===== config.mk =====
export PLATFORM = sky130hd
export DESIGN_NAME = router_fsm
export DESIGN_NICKNAME = d
export VERILOG_FILES = /design/src/rtl/router_pkg.sv /design/src/rtl/router_fsm.sv
export SDC_FILE = /design/constraint.sdc
export NUM_CORES = 1
export LEC_CHECK = 0
export BUFFER_PORTS_ARGS = -buffer_cell sky130_fd_sc_hd__buf_2
export CAP_MARGIN = 20
export CORE_MARGIN = 2
export CORE_UTILIZATION = 40
export DETAILED_ROUTE_END_ITERATION = 10
export GPL_TIMING_DRIVEN = 0
export PLACE_DENSITY = 0.76
export SYNTH_ARGS = -nofsm -noshare
export SYNTH_HDL_FRONTEND = slang
export SYNTH_SLANG_ARGS = --single-unit

===== constraint.sdc =====
create_clock -name clock -period 1.7 [get_ports clock]
set_input_delay 0.255 -clock clock [delete_from_list [all_inputs] [get_ports clock]]
set_output_delay 0.255 -clock clock [all_outputs]
set_load 0.05 [all_outputs]

===== src/rtl/router_pkg.sv =====
// Shared state and address encodings for the 1x3 router control path.
// Defining ROUTER_FSM_ADDR_DROP_EN widens the state code by one bit to make room for DROP_PACKET.
package router_pkg;

`ifdef ROUTER_FSM_ADDR_DROP_EN
   localparam int STATE_W = 4;
`else
   localparam int STATE_W = 3;
`endif

   typedef enum logic [STATE_W-1:0] {
      DECODE_ADDRESS     = STATE_W'(0),
      LOAD_FIRST_DATA    = STATE_W'(1),
      LOAD_DATA          = STATE_W'(2),
      LOAD_PARITY        = STATE_W'(3),
      FIFO_FULL_STATE    = STATE_W'(4),
      LOAD_AFTER_FULL    = STATE_W'(5),
      WAIT_TILL_EMPTY    = STATE_W'(6),
      CHECK_PARITY_ERROR = STATE_W'(7)
`ifdef ROUTER_FSM_ADDR_DROP_EN
      , DROP_PACKET      = STATE_W'(8)
`endif
   } state_t;

   localparam logic [1:0] ADDR_P0      = 2'd0;
   localparam logic [1:0] ADDR_P1      = 2'd1;
   localparam logic [1:0] ADDR_P2      = 2'd2;
   localparam logic [1:0] ADDR_INVALID = 2'd3;

   // Selects the per-port flag for a header address; the invalid address maps to 0.
   function automatic logic port_bit(input logic [2:0] vec, input logic [1:0] addr);
      logic sel;
      case (addr)
         ADDR_P0: sel = vec[0];
         ADDR_P1: sel = vec[1];
         ADDR_P2: sel = vec[2];
         default: sel = 1'b0;
      endcase
      return sel;
   endfunction

endpackage


===== src/rtl/router_fsm.sv =====
// Packet-control FSM of the 1x3 router: decodes the header, paces writes and raises busy.
// Optional ROUTER_FSM_ADDR_DROP_EN: headers for address 3 are swallowed in DROP_PACKET.
module router_fsm
   import router_pkg::*;
(
   input  logic               clock,
   input  logic               resetn,
   input  logic               pkt_valid,
   input  logic [1:0]         data_in,
   input  logic               parity_done,
   input  logic               low_pkt_valid,
   input  logic               fifo_full,
   input  logic               fifo_empty_0,
   input  logic               fifo_empty_1,
   input  logic               fifo_empty_2,
   input  logic               soft_reset_0,
   input  logic               soft_reset_1,
   input  logic               soft_reset_2,
   output logic               detect_add,
   output logic               lfd_state,
   output logic               ld_state,
   output logic               laf_state,
   output logic               full_state,
   output logic               write_enb_reg,
   output logic               rst_int_reg,
   output logic               busy,
   output logic [STATE_W-1:0] state_dbg
);

   state_t     state;
   state_t     next_state;
   logic [1:0] addr_q;
   logic [2:0] fifo_empty_vec;
   logic [2:0] soft_reset_vec;
   logic       soft_hit;
   logic       soft_exempt;

   assign fifo_empty_vec = {fifo_empty_2, fifo_empty_1, fifo_empty_0};
   assign soft_reset_vec = {soft_reset_2, soft_reset_1, soft_reset_0};
   assign soft_hit       = port_bit(soft_reset_vec, addr_q);
   assign state_dbg      = state;

`ifdef ROUTER_FSM_ADDR_DROP_EN
   assign soft_exempt = (state == DECODE_ADDRESS) || (state == DROP_PACKET);
`else
   assign soft_exempt = (state == DECODE_ADDRESS);
`endif

   always_comb begin
      next_state = DECODE_ADDRESS;
      case (state)
         DECODE_ADDRESS: begin
            if (pkt_valid && data_in != ADDR_INVALID)
               next_state = port_bit(fifo_empty_vec, data_in) ? LOAD_FIRST_DATA : WAIT_TILL_EMPTY;
`ifdef ROUTER_FSM_ADDR_DROP_EN
            else if (pkt_valid)
               next_state = DROP_PACKET;
`endif
            else
               next_state = DECODE_ADDRESS;
         end
         WAIT_TILL_EMPTY:
            next_state = port_bit(fifo_empty_vec, addr_q) ? LOAD_FIRST_DATA : WAIT_TILL_EMPTY;
         LOAD_FIRST_DATA:
            next_state = LOAD_DATA;
         LOAD_DATA: begin
            if (fifo_full)
               next_state = FIFO_FULL_STATE;
            else if (!pkt_valid)
               next_state = LOAD_PARITY;
            else
               next_state = LOAD_DATA;
         end
         FIFO_FULL_STATE:
            next_state = fifo_full ? FIFO_FULL_STATE : LOAD_AFTER_FULL;
         LOAD_AFTER_FULL: begin
            if (parity_done)
               next_state = DECODE_ADDRESS;
            else if (low_pkt_valid)
               next_state = LOAD_PARITY;
            else
               next_state = LOAD_DATA;
         end
         LOAD_PARITY:
            next_state = CHECK_PARITY_ERROR;
         CHECK_PARITY_ERROR:
            next_state = fifo_full ? FIFO_FULL_STATE : DECODE_ADDRESS;
`ifdef ROUTER_FSM_ADDR_DROP_EN
         DROP_PACKET:
            next_state = pkt_valid ? DROP_PACKET : DECODE_ADDRESS;
`endif
         default:
            next_state = DECODE_ADDRESS;
      endcase
      // A timeout on the addressed port abandons the packet from any active state.
      if (!soft_exempt && soft_hit)
         next_state = DECODE_ADDRESS;
   end

   // Outputs are registered from next_state so they always equal the decode of state.
   always_ff @(posedge clock or negedge resetn) begin
      if (!resetn) begin
         state         <= DECODE_ADDRESS;
         addr_q        <= ADDR_P0;
         detect_add    <= 1'b1;
         lfd_state     <= 1'b0;
         ld_state      <= 1'b0;
         laf_state     <= 1'b0;
         full_state    <= 1'b0;
         write_enb_reg <= 1'b0;
         rst_int_reg   <= 1'b0;
         busy          <= 1'b0;
      end else begin
         state <= next_state;
         if (state == DECODE_ADDRESS && pkt_valid)
            addr_q <= data_in;
         detect_add    <= (next_state == DECODE_ADDRESS);
         lfd_state     <= (next_state == LOAD_FIRST_DATA);
         ld_state      <= (next_state == LOAD_DATA);
         laf_state     <= (next_state == LOAD_AFTER_FULL);
         full_state    <= (next_state == FIFO_FULL_STATE);
         write_enb_reg <= (next_state inside {LOAD_DATA, LOAD_PARITY, LOAD_AFTER_FULL});
         rst_int_reg   <= (next_state == CHECK_PARITY_ERROR);
         busy          <= (next_state inside {LOAD_FIRST_DATA, LOAD_PARITY, FIFO_FULL_STATE,
                                              LOAD_AFTER_FULL, WAIT_TILL_EMPTY, CHECK_PARITY_ERROR});
      end
   end

endmodule


# After elaboration in Yosys (flattened, before gate mapping)

Index checks and enable logic that the tools add are counted.

Equality and inequality tests: 19
Multiplexer cells: 17
Reductions and logical operators: 10

Operators by type and width:

| operator                                                               | count |
|---|---|
| 3-bit equality test (second input constant)                            | 8 |
| 3-bit case mux with 8 select lines                                     | 1 |
| 3-bit two-way mux                                                      | 6 |
| 3-bit by 2-bit equality test with 1-bit output (second input constant) | 4 |
| 1-bit case mux with 3 select lines                                     | 3 |
| 3-bit by 1-bit equality test with 1-bit output (second input constant) | 2 |
| 3-bit zero test                                                        | 2 |
| 1-bit two-way mux                                                      | 6 |
| 6-bit nonzero test                                                     | 1 |
| 2-bit by 1-bit equality test with 1-bit output (second input constant) | 2 |
| 2-bit equality test (second input constant)                            | 2 |
| 2-bit zero test                                                        | 2 |
| 1-bit logical AND                                                      | 3 |
| 3-bit nonzero test                                                     | 1 |
| 2-bit two-way mux                                                      | 1 |
| 2-bit != test (second input constant)                                  | 1 |
| 1-bit zero test                                                        | 1 |

Output and inout port bits: 11
Logic and storage cells: 56
Bits of input ports: 14
Flip-flop bits (word level): 13

# Depth between registers and ports, before layout

Depth after elaboration: 10
Depth in mapped cells: 7
Mapped depth without buffers: 6

# Worst setup path before layout

OpenSTA, ideal clock, no wires.

Kind: flip-flop to flip-flop
From: register state[1] (netlist: state_dbg[1])
To: register rst_int_reg
Period minus slack after synthesis: 1,834 ps
Buffers on the path: 1
Arrival time: 1,766 ps
Required time: 1,633 ps
Library setup time: 67 ps
Cell stages (with the launch flop): 8
Slack: -134 ps
Cells stage by stage: dfrtp_1 > buf_6 > or3b_1 > o211ai_2 > a2bb2oi_1 > a21o_4 > clkinv_4 > and3_1

Word-level cells in the longest chain between the ends: 5
Elaborated cells between the ends (all ways): 13
Classes of those cells: 8 x eq/ne; 2 x mux; 3 x reduce/logical

RTL lines:

| element                                                                    | line              | text |
|---|---|---|
| from (decl)                                                                | router_fsm.sv:30  | `state_t state;` |
| from (signal assigned)                                                     | router_fsm.sv:114 | `state <= next_state;` |
| branches (longest 3 deep; another with 3-bit case mux with 8 select lines) | -                 |  |
| 3-bit two-way mux *                                                        | router_fsm.sv:96  | `if (!soft_exempt && soft_hit)` |
| via next_state[0]                                                          | router_fsm.sv:31  | `state_t next_state;` |
| 3-bit equality test *                                                      | router_fsm.sv:123 | `rst_int_reg <= (next_state == CHECK_PARITY_ERROR);` |
| to (signal assigned)                                                       | router_fsm.sv:123 |  |
| to (decl)                                                                  | router_fsm.sv:25  | `output logic rst_int_reg,` |

Mark *: on every way through the listed nets, which the timed path passes.
A chain may end at the register's enable or synchronous reset.

# Worst setup path in the final report

From: register addr_q[1]
To: register write_enb_reg

Word-level cells in the longest chain between the ends: 8
Elaborated cells between the ends (all ways): 14
Classes of those cells: 5 x eq/ne; 6 x mux; 3 x reduce/logical

RTL lines:

| element                                                                                      | line              | text |
|---|---|---|
| from (decl)                                                                                  | router_fsm.sv:32  | `logic [1:0] addr_q;` |
| from (signal assigned)                                                                       | router_fsm.sv:116 | `addr_q <= data_in;` |
| 2-bit equality test (tied with other cells)                                                  | router_pkg.sv:33  | `case (addr)` |
| 1-bit case mux with 3 select lines                                                           | router_pkg.sv:33  |  |
| 1-bit two-way mux                                                                            | router_fsm.sv:51  | `case (state)` |
| 3-bit two-way mux                                                                            | router_fsm.sv:63  | `next_state = port_bit(fifo_empty_vec, addr_q) ? LOAD_FIRST_DATA : WAIT_TILL_EMPTY;` |
| 3-bit case mux with 8 select lines                                                           | router_fsm.sv:51  |  |
| 3-bit two-way mux *                                                                          | router_fsm.sv:96  |  |
| 3-bit by 2-bit equality test with 1-bit output / 3-bit equality test (equally long branches) | router_fsm.sv:122 | `write_enb_reg <= (next_state inside {LOAD_DATA, LOAD_PARITY, LOAD_AFTER_FULL});` |
| 3-bit nonzero test *                                                                         | router_fsm.sv:122 |  |
| to (signal assigned)                                                                         | router_fsm.sv:122 |  |
| to (decl)                                                                                    | router_fsm.sv:24  | `output logic write_enb_reg,` |

Every way passes the cells marked *; elsewhere a longest branch is shown, timed or not. The select of a mux whose other input is x is not followed.

==> impl_metrics.json <==
{
  "clockPowerShare": 0.088,
  "vias_per_cell": 5.28,
  "worstHoldStart": "data_in[0]",
  "fin_nets": 111,
  "post_drt_wl_per_cell_um": 12.1,
  "netlist_instances": 69,
  "cts_tree": "yes",
  "yosys-top-cells-count": "dfrtp_1 (12), nand2_1 (5), inv_1 (4), nor2_1 (4), o21ai_0 (4)",
  "clkTransAtPathRegs_ns": 0.07,
  "cap_violations": 0,
  "intPower_mw": 0.991,
  "setup_tns_ns": 0,
  "post_cts_buffers": 0,
  "ys_seq_elements": 13,
  "synth.top_cell.area_share": 0.425,
  "p_leak_nw": 0.446,
  "nFillCells": 157,
  "overflow": 0,
  "drtIter0Drc": 9,
  "yosys_warnings": 0,
  "syn_nets": 83,
  "slowest_delay_ns": 0.42,
  "ys_types": 32,
  "synth_most_common_cell": "dfrtp_1",
  "place.gp.congestion": 0.757,
  "layout_setup_ws_ns": 0.0897,
  "grt_pass1_vias": 566,
  "syn_to_final_growth_pct": 28.8,
  "synth_area_um2": 707,
  "drive_above_1_share": 0.510,
  "min_path_type": "input pin to register",
  "maxSlewHeadroom": 0.794,
  "ant_nets": 0,
  "status": "finished clean",
  "dieWidth_um": 46.0,
  "crit-reg2reg-launch": "addr_q[1]",
  "drc": 0,
  "grt_max_degree": 14,
  "holdPathEnd": "addr_q[0]",
  "synth_top_area_cell": "dfrtp_1",
  "maxSlewViolCount": 0,
  "cp_max_fo": 5,
  "switching_share": 0.514,
  "cpMaxStageDelayCell": "dfrtp_1",
  "setup_violations": 0,
  "rows": 15,
  "avgSynthCellArea_um2": 10.2,
  "crit_path_start_kind": "register",
  "critPathKind": "register to register",
  "hold_viol_final": 0,
  "num_antenna_cells": 0,
  "largest_reg_flops": 3,
  "worstPathRequired_ns": 1.89,
  "core_area_um2": 1690,
  "io_buffer_count": 24,
  "crit_path_cell_trace": "mux2_2 > a221o_1 > o21ai_2 > nand2_1 > o22ai_1",
  "num_io_pins": 25,
  "pwr_density_cell_nw_per_um2": 2240,
  "postRouteWirelength_um": 1370,
  "rsz0062_at_grt": "true",
  "max_slew.worst_pin.slew_ns": 0.308,
  "cp_top_family": "compound AO/OA/AOI/OAI gates",
  "end_kind": "register",
  "synthTopCellsByArea": "dfrtp_1 (42%), mux2_2 (4.8%), mux2i_1 (4.2%)",
  "dp_hpwl_um": 1130,
  "power_frac_comb": 0.628,
  "clock_skew_ns": 0.00546,
  "seq_area_frac_synth": 0.462,
  "rrSetupSlack_ns": 0.09,
  "holdPathStages": 2,
  "firstDrtPassIters": 4,
  "clk_latency_ns": 0.27,
  "initial_utilization": 0.419,
  "timing.fmax_mhz": 621,
  "clockRootBuffer": "clkbuf_4",
  "cts_buffers": 3,
  "dieArea_um2": 2120,
  "worstPathArrival_ns": 1.80,
  "synth-main-ff-cell": "dfrtp_1",
  "cp_num_buf_inv": 0,
  "synth-edff-count": 0,
  "post-route-period-util": 0.947,
  "pwr-share-seq": 0.284,
  "power.switching_mw": 1.05,
  "cts_max_level": 1,
  "clockBufferDepth": 2,
  "r2r-end": "write_enb_reg",
  "ff2ff_path_depth": 5,
  "die_h_um": 46.0,
  "antenna_found_initial": 0,
  "ir_drop_uv": 860,
  "grt_pass1_wl_um": 2280,
  "finish.utilization": 0.539,
  "async_reset_ff_frac": 1.00,
  "vias": 597,
  "fin_crit_ns": 1.61,
  "place_ws_ns": -0.00603,
  "clock_sinks": 13,
  "grt_use_total": 0.154
}
==> worst reg2reg max path, cell delays in order (launching register included) <==
cell	delay (ns)
dfrtp_1	0.42
mux2_2	0.35
a221o_1	0.33
o21ai_2	0.11
nand2_1	0.14
o22ai_1	0.18
==> worst max path at each step <==
stage,startpoint,endpoint,slack (ns),cells after the start
after floorplan,state_dbg[1],rst_int_reg,-0.02,7
after detailed placement,state_dbg[0],rst_int_reg,-0.006,7
after global placement,addr_q[1],ld_state,0.004,5
after global routing,state_dbg[2],ld_state,-0.02,6
after CTS,state_dbg[0],rst_int_reg,0.003,7
final,addr_q[1],write_enb_reg,0.09,5
==> power by group through the flow <==
stage	Combinational, mW	Clock, mW	Sequential (mW)
6_report	1.28	0.180	0.579
5_1_grt	1.39	0.202	0.602
3_3_place_gp	1.27	0	0.533
4_1_cts	1.31	0.185	0.535
3_5_place_dp	1.29	0	0.541
2_1_floorplan	0.656	0	0.917
==> metrics by stage <==
stage / power, mW / instances / hold WS [ns] / instance area, um2
after floorplan: 1.57 / 69 / -0.0406 / 717
after detailed placement: 1.83 / 110 / 0.148 / 858
after CTS: 2.03 / 115 / 0.276 / 901
final: 2.04 / 113 / 0.280 / 911
after global placement: 1.81 / 110 / 0.141 / 858
after global routing: 2.19 / 113 / 0.275 / 911
==> routing by layer <==
layer	global-route usage	part of all wire	up-vias
met1	0.175	0.41	277
met2	0.269	0.53	14
met4	0.0686	0.020	0
li1	-	-	302
met3	0.0357	0.041	4
met5	0	0	-
==> what timing repair did <==
item                                    4_1_cts  5_1_grt
hold buffers                                  1        0
endpoints found under the setup margin        2        5
pin swaps                                     0        3
hold endpoints to repair                     12        0
resized for setup                             2        7
==> layout by cell type, fill, tap and decap left out, types with 2 or more instances in the layout <==
| cell | count |
|---|---|
| buf_2 | 25 |
| dfrtp_1 | 9 |
| nand2_1 | 4 |
| nor2_1 | 4 |
| inv_1 | 4 |
| mux2i_1 | 3 |
| nand3b_1 | 3 |
| o21ai_0 | 3 |
| mux2_2 | 3 |
| clkbuf_4 | 3 |
| dfrtp_2 | 3 |
| nand2b_1 | 2 |
| a21oi_1 | 2 |
| o21ai_2 | 2 |
| nor3_2 | 2 |
| o21a_1 | 2 |
==> cell type report <==
class	count	area [um2]	share of cell area
multi-input cells	48	374	0.411
flip-flops and latches	13	330	0.363
repair buffers	25	130	0.143
clock buffers	4	26.3	0.0288
inverters	5	23.8	0.0261
well taps	17	21.3	0.0234
plain buffers	1	5.00	0.00549
==> kinds of logic (layout without fill, tap and decap cells) <==
| kind of cell | after synthesis | count (layout) | share of synthesized area |
|---|---|---|---|
| mux | 6 | 6 | 0.0903 |
| simple gates | 24 | 24 | 0.189 |
| flops | 13 | 13 | 0.462 |
| compound gates | 18 | 18 | 0.195 |
| buf+inv | 8 | 35 | 0.0637 |
Note: power is estimated with default switching activity, not from simulation.
